File: src/rtl/nla_mult_pkg.sv
// nla_mult_pkg: shared widths and the result record for the multiplier normalizer.
package nla_mult_pkg;
    localparam int MULT_W       = 24;
    localparam int MULT_LATENCY = 10;
    localparam int SHIFT        = 12;
    localparam int OUT_W        = 24;

    typedef struct packed {
        logic [OUT_W-1:0] data;
        logic             sat;
    } mult_result_t;
endpackage

File: src/rtl/mult_result_fifo.sv
// mult_result_fifo: DEPTH-entry FIFO of result records; push and pop may coincide at any occupancy.
module mult_result_fifo
    import nla_mult_pkg::*;
#(
    parameter int  DEPTH = 4,
    parameter type T     = mult_result_t
) (
    input  logic clk_i,
    input  logic rstn_i,
    input  logic push,
    input  T     wdata,
    input  logic pop,
    output T     rdata,
    output logic full,
    output logic empty
);
    localparam int AW = $clog2(DEPTH);
    localparam logic [AW:0] DEPTH_C = (AW+1)'(DEPTH);

    T mem [DEPTH];
    logic [AW-1:0] wr_ptr, rd_ptr;
    logic [AW:0]   count;
    logic          do_push, do_pop;

    assign full    = count == DEPTH_C;
    assign empty   = count == '0;
    assign do_pop  = pop && !empty;
    // A pop in the same cycle frees the slot a full-FIFO push needs.
    assign do_push = push && (!full || do_pop);
    assign rdata   = mem[rd_ptr];

    always_ff @(posedge clk_i or negedge rstn_i) begin
        if (!rstn_i) begin
            wr_ptr <= '0;
            rd_ptr <= '0;
            count  <= '0;
            for (int i = 0; i < DEPTH; i++) mem[i] <= '0;
        end else begin
            if (do_push) begin
                mem[wr_ptr] <= wdata;
                wr_ptr      <= wr_ptr + 1'b1;
            end
            if (do_pop) rd_ptr <= rd_ptr + 1'b1;
            count <= count + (AW+1)'(do_push) - (AW+1)'(do_pop);
        end
    end
endmodule

File: src/rtl/mult_result_normalizer.sv
// mult_result_normalizer: aligns multiplier products with their issues, rounds half-up,
// saturates to OUT_W bits and buffers results behind a credit-limited ready/valid port.
module mult_result_normalizer #(
    parameter int MULT_W       = nla_mult_pkg::MULT_W,
    parameter int MULT_LATENCY = nla_mult_pkg::MULT_LATENCY,
    parameter int SHIFT        = nla_mult_pkg::SHIFT,
    parameter int OUT_W        = nla_mult_pkg::OUT_W,
    parameter int DEPTH        = 4
) (
    input  logic                clk_i,
    input  logic                rstn_i,
    input  logic                issue_valid_i,
    output logic                issue_ready_o,
    input  logic [2*MULT_W-1:0] product_i,
    output logic                result_valid_o,
    input  logic                result_ready_i,
    output logic [OUT_W-1:0]    result_o,
    output logic                sat_o,
    output logic [15:0]         sat_count_o
);
    localparam int SUM_W = 2*MULT_W + 1;
    localparam int CNT_W = $clog2(DEPTH + 1);

    typedef struct packed {
        logic [OUT_W-1:0] data;
        logic             sat;
    } res_t;

    logic [MULT_LATENCY-1:0] vld_sr;
    logic [CNT_W-1:0]        reserved;
    logic [SUM_W-1:0]        r1_sum, q;
    logic                    r1_v, r2_v, fire, pop, q_sat;
    logic                    fifo_full, fifo_empty, push;
    res_t                    r2, head;

    assign issue_ready_o  = reserved < CNT_W'(DEPTH);
    assign fire           = issue_valid_i && issue_ready_o;
    assign result_valid_o = !fifo_empty;
    assign pop            = result_valid_o && result_ready_i;
    assign q              = r1_sum >> SHIFT;
    assign q_sat          = q > SUM_W'({OUT_W{1'b1}});
    // Credits reserve a slot per fire, so this guard never drops a result.
    assign push           = r2_v && (!fifo_full || pop);
    assign result_o       = head.data;
    assign sat_o          = head.sat;

    always_ff @(posedge clk_i or negedge rstn_i) begin
        if (!rstn_i) begin
            vld_sr      <= '0;
            reserved    <= '0;
            r1_v        <= 1'b0;
            r1_sum      <= '0;
            r2_v        <= 1'b0;
            r2          <= '0;
            sat_count_o <= '0;
        end else begin
            vld_sr   <= {vld_sr[MULT_LATENCY-2:0], fire};
            reserved <= reserved + CNT_W'(fire) - CNT_W'(pop);
            r1_v     <= vld_sr[MULT_LATENCY-1];
            r1_sum   <= {1'b0, product_i} + (SUM_W'(1) << (SHIFT-1));
            r2_v     <= r1_v;
            r2.sat   <= q_sat;
            r2.data  <= q_sat ? '1 : q[OUT_W-1:0];
            if (pop && head.sat && sat_count_o != '1) sat_count_o <= sat_count_o + 1'b1;
        end
    end

    mult_result_fifo #(.DEPTH(DEPTH), .T(res_t)) u_fifo (
        .clk_i (clk_i),
        .rstn_i(rstn_i),
        .push  (push),
        .wdata (r2),
        .pop   (pop),
        .rdata (head),
        .full  (fifo_full),
        .empty (fifo_empty)
    );
endmodule

File: config.mk
export PLATFORM = sky130hd
export DESIGN_NAME = mult_result_normalizer
export DESIGN_NICKNAME = d
export VERILOG_FILES = /design/src/rtl/nla_mult_pkg.sv /design/src/rtl/mult_result_fifo.sv /design/src/rtl/mult_result_normalizer.sv
export SDC_FILE = /design/constraint.sdc
export NUM_CORES = 1
export LEC_CHECK = 0
export CAP_MARGIN = 15
export CORE_MARGIN = 3
export CORE_UTILIZATION = 51
export CTS_CLUSTER_SIZE = 20
export DETAILED_ROUTE_END_ITERATION = 7
export PLACE_DENSITY = 0.76
export SYNTH_ARGS = -nofsm -noshare
export SYNTH_HDL_FRONTEND = slang
export SYNTH_SLANG_ARGS = --single-unit
File: constraint.sdc
create_clock -name clk_i -period 2.04 [get_ports clk_i]
set_clock_uncertainty 0.05 [all_clocks]
set_input_delay 0.408 -clock clk_i [delete_from_list [all_inputs] [get_ports clk_i]]
set_output_delay 0.408 -clock clk_i [all_outputs]
set_load 0.005 [all_outputs]
Word level (Yosys, flattened, before mapping)
Cells that the tools add are included.
{"block": "op_classes", "n_addsub": 8, "magnitude_cmp": 5, "n_eq_ne": 2, "mux": 7, "bitwise": 2, "reduce_logical": 13}
{"op": "100-bit bitwise mux", "n": 1}
{"op": "25-bit two-way mux", "n": 3}
{"op": "25-bit binary-select mux with 2-bit select", "n": 1}
{"op": "25-bit demux with 2-bit select", "n": 1}
{"op": "48-bit by 12-bit adder with 49-bit output (second input constant)", "n": 1}
{"op": "37-bit by 24-bit > comparator with 1-bit output (second input constant)", "n": 1}
{"op": "24-bit two-way mux", "n": 1}
{"op": "16-bit by 1-bit adder with 16-bit output (second input constant)", "n": 1}
{"op": "16-bit inequality test (second input constant)", "n": 1}
{"op": "1-bit logical AND", "n": 8}
{"op": "3-bit by 1-bit adder with 3-bit output", "n": 2}
{"op": "3-bit greater-or-equal comparator (second input constant)", "n": 2}
{"op": "2-bit NOT with 3-bit output", "n": 2}
{"op": "3-bit by 1-bit subtractor with 3-bit output", "n": 2}
{"op": "2-bit by 1-bit adder with 2-bit output (second input constant)", "n": 2}
{"op": "3-bit equality test (second input constant)", "n": 1}
{"op": "3-bit zero test", "n": 1}
{"op": "3-bit by 1-bit less-than comparator with 1-bit output (second input constant)", "n": 1}
{"op": "3-bit less-than comparator (second input constant)", "n": 1}
{"op": "1-bit zero test", "n": 2}
{"op": "1-bit logical OR", "n": 2}
{"block": "word_totals", "reg_bits": 212, "in_bits": 52, "output_inout_bits": 43, "elab_cells": 56}

Depth between registers and ports, before layout
{"block": "logic_depth", "word_depth": 8, "mapped_depth": 9, "ltp_nobuf": 9}

Modules after synthesis
A second synthesis with hierarchy kept.
{"block": "hier_totals", "cells_unflattened": 578, "area_unflattened_um2": 8504.4}
{"mod": "mult_result_fifo", "n_inst": 1, "cells_each": 277, "area_each_um2": 4745.8, "seq_area_each_um2": 2677.6}
{"mod": "mult_result_normalizer", "n_inst": 1, "cells_each": 301, "area_each_um2": 3758.6, "seq_area_each_um2": 2327.2}

Worst setup path after synthesis
Ideal clock, no wire load.
{"block": "synth_path", "kind": "reg2reg", "startpoint": "reg u_fifo.count[1]", "endpoint": "reg u_fifo.count[2]", "setup_ns": 0.123, "t_arrival_ns": 1.921, "required_ns": 1.867, "slack_ns": -0.053, "stages_incl_launch_ff": 9, "n_path_buf": 1, "period_less_slack_ns": 2.093, "path_cell_list": "dfrtp_1 > o31a_1 > buf_2 > ha_1 > inv_1 > ha_1 > fa_1 > xnor2_1 > xnor2_1"}
{"block": "synth_via", "elab_chain_cells": 8, "elab_cells_between_ends": 12, "classes_between": "add/sub: 2; eq/ne: 1; reduce/logical: 9"}
{"element": "start: declaration", "line": "mult_result_fifo.sv:22", "rtl": "logic [AW:0] count;"}
{"element": "start signal: assignment", "line": "mult_result_fifo.sv:44", "rtl": "count <= count + (AW+1)'(do_push) - (AW+1)'(do_pop);"}
{"element": "3-bit zero test", "line": "mult_result_fifo.sv:26", "rtl": "assign empty = count == '0;"}
{"element": "1-bit zero test", "line": "mult_result_fifo.sv:27, mult_result_normalizer.sv:38"}
{"element": "1-bit logical AND", "line": "mult_result_normalizer.sv:39", "rtl": "assign pop = result_valid_o && result_ready_i;"}
{"element": "1-bit logical OR / 1-bit logical AND (equally long branches)", "line": "mult_result_normalizer.sv:43, mult_result_fifo.sv:27"}
{"element": "1-bit logical AND / 1-bit logical OR (equally long branches)", "line": "mult_result_normalizer.sv:43, mult_result_fifo.sv:29"}
{"element": "1-bit logical AND", "line": "mult_result_fifo.sv:29", "rtl": "assign do_push = push && (!full || do_pop);"}
{"element": "3-bit by 1-bit adder with 3-bit output", "line": "mult_result_fifo.sv:44"}
{"element": "3-bit by 1-bit subtractor with 3-bit output *", "line": "mult_result_fifo.sv:44"}
Mark *: on every way between the ends. The rest lies on a longest branch, timed or not.
A chain may end at the register's enable or synchronous reset.

Final worst setup path
{"block": "layout_path", "startpoint": "reg u_fifo.rd_ptr[0]", "endpoint": "out result_o[5]"}
{"block": "layout_via", "elab_chain_cells": 4}
{"element": "start: declaration", "line": "mult_result_fifo.sv:21", "rtl": "logic [AW-1:0] wr_ptr, rd_ptr;"}
{"element": "start signal: assignment", "line": "mult_result_fifo.sv:43", "rtl": "if (do_pop) rd_ptr <= rd_ptr + 1'b1;"}
{"element": "2-bit NOT with 3-bit output (implied by the code)", "line": "mult_result_fifo.sv:30", "rtl": "assign rdata = mem[rd_ptr];"}
{"element": "25-bit binary-select mux with 2-bit select", "line": "mult_result_fifo.sv:30"}
{"element": "25-bit two-way mux (implied by the code) (2 in series)", "line": "mult_result_fifo.sv:30"}
{"element": "end: declaration", "line": "mult_result_normalizer.sv:17", "rtl": "output logic [OUT_W-1:0] result_o,"}
No other way between the ends. The select of a mux whose other input is x is not followed.

==> out/results.ini <==
[run_status]
outcome = finished with violations
violations = setup timing

[sta]
fin_crit_sh_pct = 113.1
fin_ws_ps = -266.9
tightest_slew_ps = 552.8
timing.fmax_mhz = 433.5
rsz0062_at_grt = true
hold_viol = 0
setup_viol = 26
finalMaxSlewViolations = 0
slew_headroom_pct = 63.15
finalCriticalPeriod_ps = 2307
whs_ps = 302.6

[layout]
stdcell_area_mm2 = 0.01078
final_nets = 793
antenna_cells = 0
area_delta_synth_final_pct = 27.07
layout_commonest_cell = dfrtp_1
final_cell_mix = 199 x dfrtp_1, 98 x mux2_2, 57 x clkdlybuf4s50_1
drive_above_1_share_pct = 39.49
instances_no_fill = 958
n_fill_cell = 1059

[global_routing]
grt_pass1_vias = 5537
overflow = 0
antenna_found_initial = 0
grt_usage_pct = 19.30
grt_pass1_wl_mm = 27.61
grt_start_max_net_pins = 63

[setup_path]
end_kind = primary output
crit_slowest_cell = mux4_2
worst-setup-path-type = reg2out
crit_family = multiplexers
crit_path_max_fanout = 6
worstPathCellList = buf_12 -> buf_6 -> mux4_2 -> buf_6
critical_path_arrival_ps = 1850
slowest_delay_ps = 520
startpoint_type = register
cp.buffers_inverters = 3
crit_required_ps = 1580
cp_common_cell = buf_6

[floorplanning]
coreArea_mm2 = 0.01606
die-area_mm2 = 0.01823
start_util_pct = 52.85
dieHeight_um = 135
pin_count = 95
dieWidth_um = 135
row_count = 46

[placement]
place_area_mm2 = 0.01010
place_ws_ps = -353.7
port_buffers = 83
dp_cells = 911
gp_congestion = 0.8745
dp_hpwl_mm = 11.22

[synthesis]
synth-seq-cells = 200
ys_seq_area_share_pct = 58.97
synth-warning-count = 0
synth_edf_count = 0
syn_area_mm2 = 0.008487
yosysUniqueCellTypes = 37
synth-async-reset-ratio_pct = 100.0
synth_ff_type = dfrtp_1
syn_area_per_cell_um2 = 14.71
synthCells = 577
synth.net_count = 641

[route]
num_vias = 5167
wl_mm = 16.51
firstDrtPassIters = 4
drc = 0
drt_iter0_markers = 187
drt-wirelength-per-cell_um = 17.23
viasPerCell = 5.394
antenna_left = 0

[clock_network]
clock_latency_ps = 430
clk_pin_slew_ps = 70
clock_path_buffers = 2
root_buffer = clkbuf_16
cts_tree = done
clock_sinks = 200
htreeDepth = 4
cts_inserted_buffers = 17

[power]
peakVddDrop_mv = 0.6621
cellPowerDensity_mw_per_mm2 = 1260
p_leak_nw = 4.213

[worst_hold_path]
hold_class = reg2reg

[flow_run]
max-cap-violations = 0

==> logic make-up after synthesis <==
group	count (synthesis)	synth area share, %
compound gates	5	0.4128
buf+inv	38	2.329
fa+ha+maj	12	1.946
mux	128	20.46
flops	200	58.97
simple gates	139	10.20
xor+xnor	55	5.676
==> worst paths after layout <==
path / startpoint / cells after the start / to / slack [ps]
setup / recovery: u_fifo.rd_ptr[0] / 4 / result_o[5] / -270
hold / removal: r1_v / 0 / r2_v / 300
setup reg to reg: u_fifo.count[0] / 7 / u_fifo.count[2] / -10
hold reg to reg: r1_v / 0 / r2_v / 300
max in group asynchronous: rstn_i / 3 / u_fifo.mem[2] / 830
min in group asynchronous: rstn_i / 2 / u_fifo.mem[82] / 480
==> repair_timing <==
item / 4_1_cts / 5_1_grt
resized for setup: 117 / 10
buffers inserted: 11 / 3
hold endpoints to repair: 56 / 0
cloned: 2 / 0
setup endpoints to repair: 28 / 34
hold buffers: 1 / 0
==> state kept, by name (all words and copies together), names as in the netlist <==
signal,cells
r1_sum,37
u_fifo.count,3
reserved,3
sat_count_o,16
u_fifo.wr_ptr,2
u_fifo.rd_ptr,2
r2_v,1
r2,25
u_fifo.mem,100
vld_sr,10
r1_v,1
==> routing by layer <==
layer | share of wire, % | vias to the layer above | routed length, µm | GRT usage (%)
met4 | 1.8 | 0 | 295 | 6.327
met2 | 52 | 131 | 8544 | 33.49
met5 | 0 | - | 0 | 0
met3 | 3.6 | 21 | 597 | 3.689
li1 | - | 2352 | - | -
met1 | 43 | 2663 | 7070 | 24.64
==> synthesized netlist by cell type, drive strengths merged (4+ instances only) <==
library cell / count / area, µm²
ha: 10 / 125.1
xor2: 19 / 166.4
dfrtp: 200 / 5005
nor4: 10 / 107.6
mux2: 102 / 1152
nor2: 8 / 30.03
mux4: 25 / 574.3
nand2: 25 / 131.4
or2: 25 / 156.4
and2: 5 / 31.28
and3: 9 / 56.30
inv: 15 / 56.30
nand3: 21 / 105.1
buf: 19 / 126.4
clkbuf: 4 / 15.01
xnor2: 36 / 315.3
nor3: 9 / 45.04
nand4: 20 / 140.1
==> final cells by class <==
type / count / area [µm²] / area share (%)
sequential: 200 / 5006 / 46.42
tap: 216 / 270.3 / 2.506
multi-input combinational: 339 / 3296 / 30.56
clock inverter: 12 / 116.4 / 1.079
timing repair buffer: 156 / 1593 / 14.77
inverter: 15 / 56.30 / 0.5221
clock buffer: 20 / 446.7 / 4.142
==> where the power goes <==
group | switching, W | leakage [nW] | internal [W]
Combinational | 0.00176 | 1.85 | 0.00289
Sequential | 0.000662 | 2.09 | 0.00510
Clock | 0.00144 | 0.272 | 0.00173
Total | 0.00386 | 4.21 | 0.00972
==> stage by stage <==
stage	setup TNS, ps	util [%]	total power (W)
after floorplan	0	-	0.008124
after global placement	-22460	62.92	0.009981
after detailed placement	-29900	62.92	0.01026
after CTS	-6097	67.03	0.01369
after global routing	-6358	67.16	0.01432
final	-4439	67.16	0.01359
(Power assumes the default switching activity.)
==> RTL change 1, RTL diff (same flow settings) <==
Take the reset off `r1_sum` and load it in a clocked block of its own.
--- a/src/rtl/mult_result_normalizer.sv
+++ b/src/rtl/mult_result_normalizer.sv
@@ -49,7 +49,6 @@
             vld_sr      <= '0;
             reserved    <= '0;
             r1_v        <= 1'b0;
-            r1_sum      <= '0;
             r2_v        <= 1'b0;
             r2          <= '0;
             sat_count_o <= '0;
@@ -57,12 +56,15 @@
             vld_sr   <= {vld_sr[MULT_LATENCY-2:0], fire};
             reserved <= reserved + CNT_W'(fire) - CNT_W'(pop);
             r1_v     <= vld_sr[MULT_LATENCY-1];
-            r1_sum   <= {1'b0, product_i} + (SUM_W'(1) << (SHIFT-1));
             r2_v     <= r1_v;
             r2.sat   <= q_sat;
             r2.data  <= q_sat ? '1 : q[OUT_W-1:0];
             if (pop && head.sat && sat_count_o != '1) sat_count_o <= sat_count_o + 1'b1;
         end
+    end
+
+    always_ff @(posedge clk_i) begin
+        r1_sum <= {1'b0, product_i} + (SUM_W'(1) << (SHIFT-1));
     end
 
     mult_result_fifo #(.DEPTH(DEPTH), .T(res_t)) u_fifo (
Function: no difference found for any inputs over 10 cycles, from zero or initial values and one cycle with rstn_i low; that may be too few to reach the edited logic, so the function may still have changed.
==> RTL change 1 against the original RTL <==
The flow still finishes with violations (setup timing). Cell area down 1.5%. Sequential share of layout area down 1.0 points. Cell count up 0.63%. Power down 1.4%. Critical path depth unchanged. Highest routed layer unchanged. Utilization down 0.56 points. Sequential cell count unchanged. Die area down 1.9%. Register-to-register slack worse by 80 ps. Worst setup slack better by 87 ps. Routed wire length down 0.48%. Synthesized area down 2.0%. Largest power group unchanged.
==> RTL change 1: results (changes against the original RTL) <==
Commonest cells post-synth: sky130_fd_sc_hd__dfrtp_1, sky130_fd_sc_hd__mux2_2, sky130_fd_sc_hd__dfxtp_1
post-synthesis mux area share: 20.7% (+0.26 points)
critical path fanouts, max: 5 (-1)
fillcell total: 1,114 (+5.2%)
result of the run: complete, but fails checks
register area: 4820 um2 (-3.7%)
pre-CTS setup slack: -327 ps (+26.7 ps)
final RePlAce weighted congestion: 0.893 (+2.2%)
async set-reset flop share out of synthesis: 81.5% (-19 points)
final worst slack: -180 ps (+86.6 ps)
setup violation total in the final timing report: 29 (+12%)
peak supply drop: 0.000712 V (+7.5%)
xor/xnor share of the synthesized area: 5.79% (+0.12 points)
total of clock buffers placed in the layout: 24 (+20%)
cell count after placement: 920 (+0.99%)
Met3 Routed Length: 663 um (+11%)
number of distinct library cells after synthesis: 38 (+2.7%)
reported net switching power: 3.74 mW (-3.2%)
average cell area after synthesis: 14.3 um2 (-2.5%)
largest incremental delay on the critical path: 550 ps (+30 ps)
critical path data arrival time: 1760 ps (-90 ps)
layout multi-input combinational cell count: 342 (+0.88%)
first-pass GRT wire length: 27.3 mm (-1.0%)
HPWL after detailed placement: 10.9 mm (-2.6%)
portion of the layout cell area used by clock cells: 5.43% (+0.21 points)
number of global-route vias before repair: 5,484 (-0.96%)
largest cells by area after synthesis: sky130_fd_sc_hd__dfrtp_1, sky130_fd_sc_hd__mux2_2, sky130_fd_sc_hd__dfxtp_1
violated checks: setup timing
launch point of the critical path: u_fifo.rd_ptr[0]$_DFFE_PN0P_
wirelength, routed: 16.4 mm (-0.48%)
routed length on met1: 7.05 mm (-0.27%)
worst reg2reg path depth: 8 (+1)
share of the synthesized area in compound gates (AO/OA/AOI/OAI): 0.512% (+0.099 points)
RTL change 1: changes by cell type in the layout (fill, tap and decap cells not counted), moves of 7 or more:
cell,change
sky130_fd_sc_hd__buf_12,-8
sky130_fd_sc_hd__buf_4,+13
sky130_fd_sc_hd__buf_6,-9
sky130_fd_sc_hd__dfrtp_1,-37
sky130_fd_sc_hd__dfxtp_1,+37
sky130_fd_sc_hd__nor3_2,+7
sky130_fd_sc_hd__xnor2_1,-16
sky130_fd_sc_hd__xor2_1,+15
RTL change 1: metrics by stage:
stage / instance area [um2] / utilization [%] / hold slack, ps
2_1_floorplan: 8310 / - / 62.4
3_3_place_gp: 9880 / 62.0 / 287
5_1_grt: 10600 / 66.6 / 303
4_1_cts: 10600 / 66.2 / 302
6_report: 10600 / 66.6 / 301
3_5_place_dp: 9880 / 62.0 / 287
==> RTL change 2, RTL diff (same settings) <==
Without the edit above. `MULT_W`: 24 -> 16.
--- a/src/rtl/nla_mult_pkg.sv
+++ b/src/rtl/nla_mult_pkg.sv
@@ -1,6 +1,6 @@
 // nla_mult_pkg: shared widths and the result record for the multiplier normalizer.
 package nla_mult_pkg;
-    localparam int MULT_W       = 24;
+    localparam int MULT_W       = 16;
     localparam int MULT_LATENCY = 10;
     localparam int SHIFT        = 12;
     localparam int OUT_W        = 24;
Interface: changed (resized product_i); port bits go from 95 to 79. The function was not compared with the original's and may differ.
==> RTL change 2 against the original RTL <==
The run still ends with setup timing left. Critical path depth did not move. Synthesized area fell by 26%. Fmax rose by 5.7%. Routed wire length fell by 30%. Worst setup slack improved by 130 ps. Power fell by 12%. Cell area fell by 28%. Sequential cell count fell by 52. Critical path type unchanged. Largest power group unchanged. Highest routed layer unchanged.
==> RTL change 2: results (changes against the original RTL) <==
result of the run: complete, but fails checks
violated checks: setup timing
gate count of the mapped netlist: 384 (-33%)
setup violation total in the final timing report: 24 (-7.7%)
violation count after the first detailed-route iteration: 114 (-39%)
Commonest cells post-synth: sky130_fd_sc_hd__dfrtp_1, sky130_fd_sc_hd__mux2_2, sky130_fd_sc_hd__mux2_4
number of distinct library cells after synthesis: 32 (-14%)
post-placement cell area: 7110 um2 (-30%)
largest cells by area after synthesis: sky130_fd_sc_hd__dfrtp_1, sky130_fd_sc_hd__mux2_2, sky130_fd_sc_hd__mux4_2
peak supply drop: 0.000830 V (+25%)
number of logic inverters in the finished layout: 13 (-2)
final worst slack: -142 ps (+125 ps)
cell count after placement: 597 (-34%)
critical path fanouts, max: 8 (+2)
total number of placement rows: 39 (-15%)
number of clock sinks: 148 (-26%)
start point of the worst hold path: r1_sum[31]$_DFF_PN0_
post-route total power: 12.0 mW (-12%)
Adder-Cell Fraction of Synth Area: 2.43% (+0.48 points)
post-route insts no fill: 634 (-34%)
critical path data arrival time: 1720 ps (-130 ps)
post-route cell area: 7780 um2 (-28%)
routed length per instance: 18.3 um (+6.3%)
global-route total usage across every layer: 19.3% (about the same)
fillcell total: 795 (-25%)
Detailed Routing Iterations Pass 1: 5 (+1)
worst reg2reg path depth: 8 (+1)
buffers outside the clock class: 91 (-42%)
area occupied by multi-input gates: 2340 um2 (-29%)
total of clock buffers placed in the layout: 22 (+10%)
buffer count from post-CTS setup fixing: 5 (-6)
Total Nets Final: 526 (-34%)
sequential area share after synthesis: 58.9% (about the same)
end point of the most critical hold path: r2[20]$_DFF_PN0_
HPWL after detailed placement: 7.60 mm (-32%)
DR vias: 3,338 (-35%)
Fin Hold WS: 295 ps (-7.73 ps)
largest registers: u_fifo.mem (84), r1_sum (21), r2 (21)
share of the synthesized area in compound gates (AO/OA/AOI/OAI): 0.259% (-0.15 points)
xor/xnor share of the synthesized area: 3.62% (-2.1 points)
-- RTL change 2: worst max path at each step --
stage,from,to,cells after the start
2_1_floorplan,u_fifo.count[2]$_DFF_PN0_,reserved[2]$_DFF_PN0_,8
5_1_grt,u_fifo.rd_ptr[0]$_DFFE_PN0N_,result_o[9],4
3_3_place_gp,issue_valid_i,reserved[2]$_DFF_PN0_,9
3_5_place_dp,issue_valid_i,reserved[2]$_DFF_PN0_,9
4_1_cts,u_fifo.rd_ptr[0]$_DFFE_PN0N_,result_o[18],4
6_report,u_fifo.rd_ptr[0]$_DFFE_PN0N_,result_o[9],4
-- RTL change 2: routing by layer --
metal | up-vias | GRT usage [%] | wire length, um
met5 | - | 0 | 0
met4 | 0 | 6.88 | 139
met3 | 17 | 5.30 | 440
met2 | 62 | 33.9 | 6280
met1 | 1756 | 22.8 | 4760
li1 | 1503 | - | -
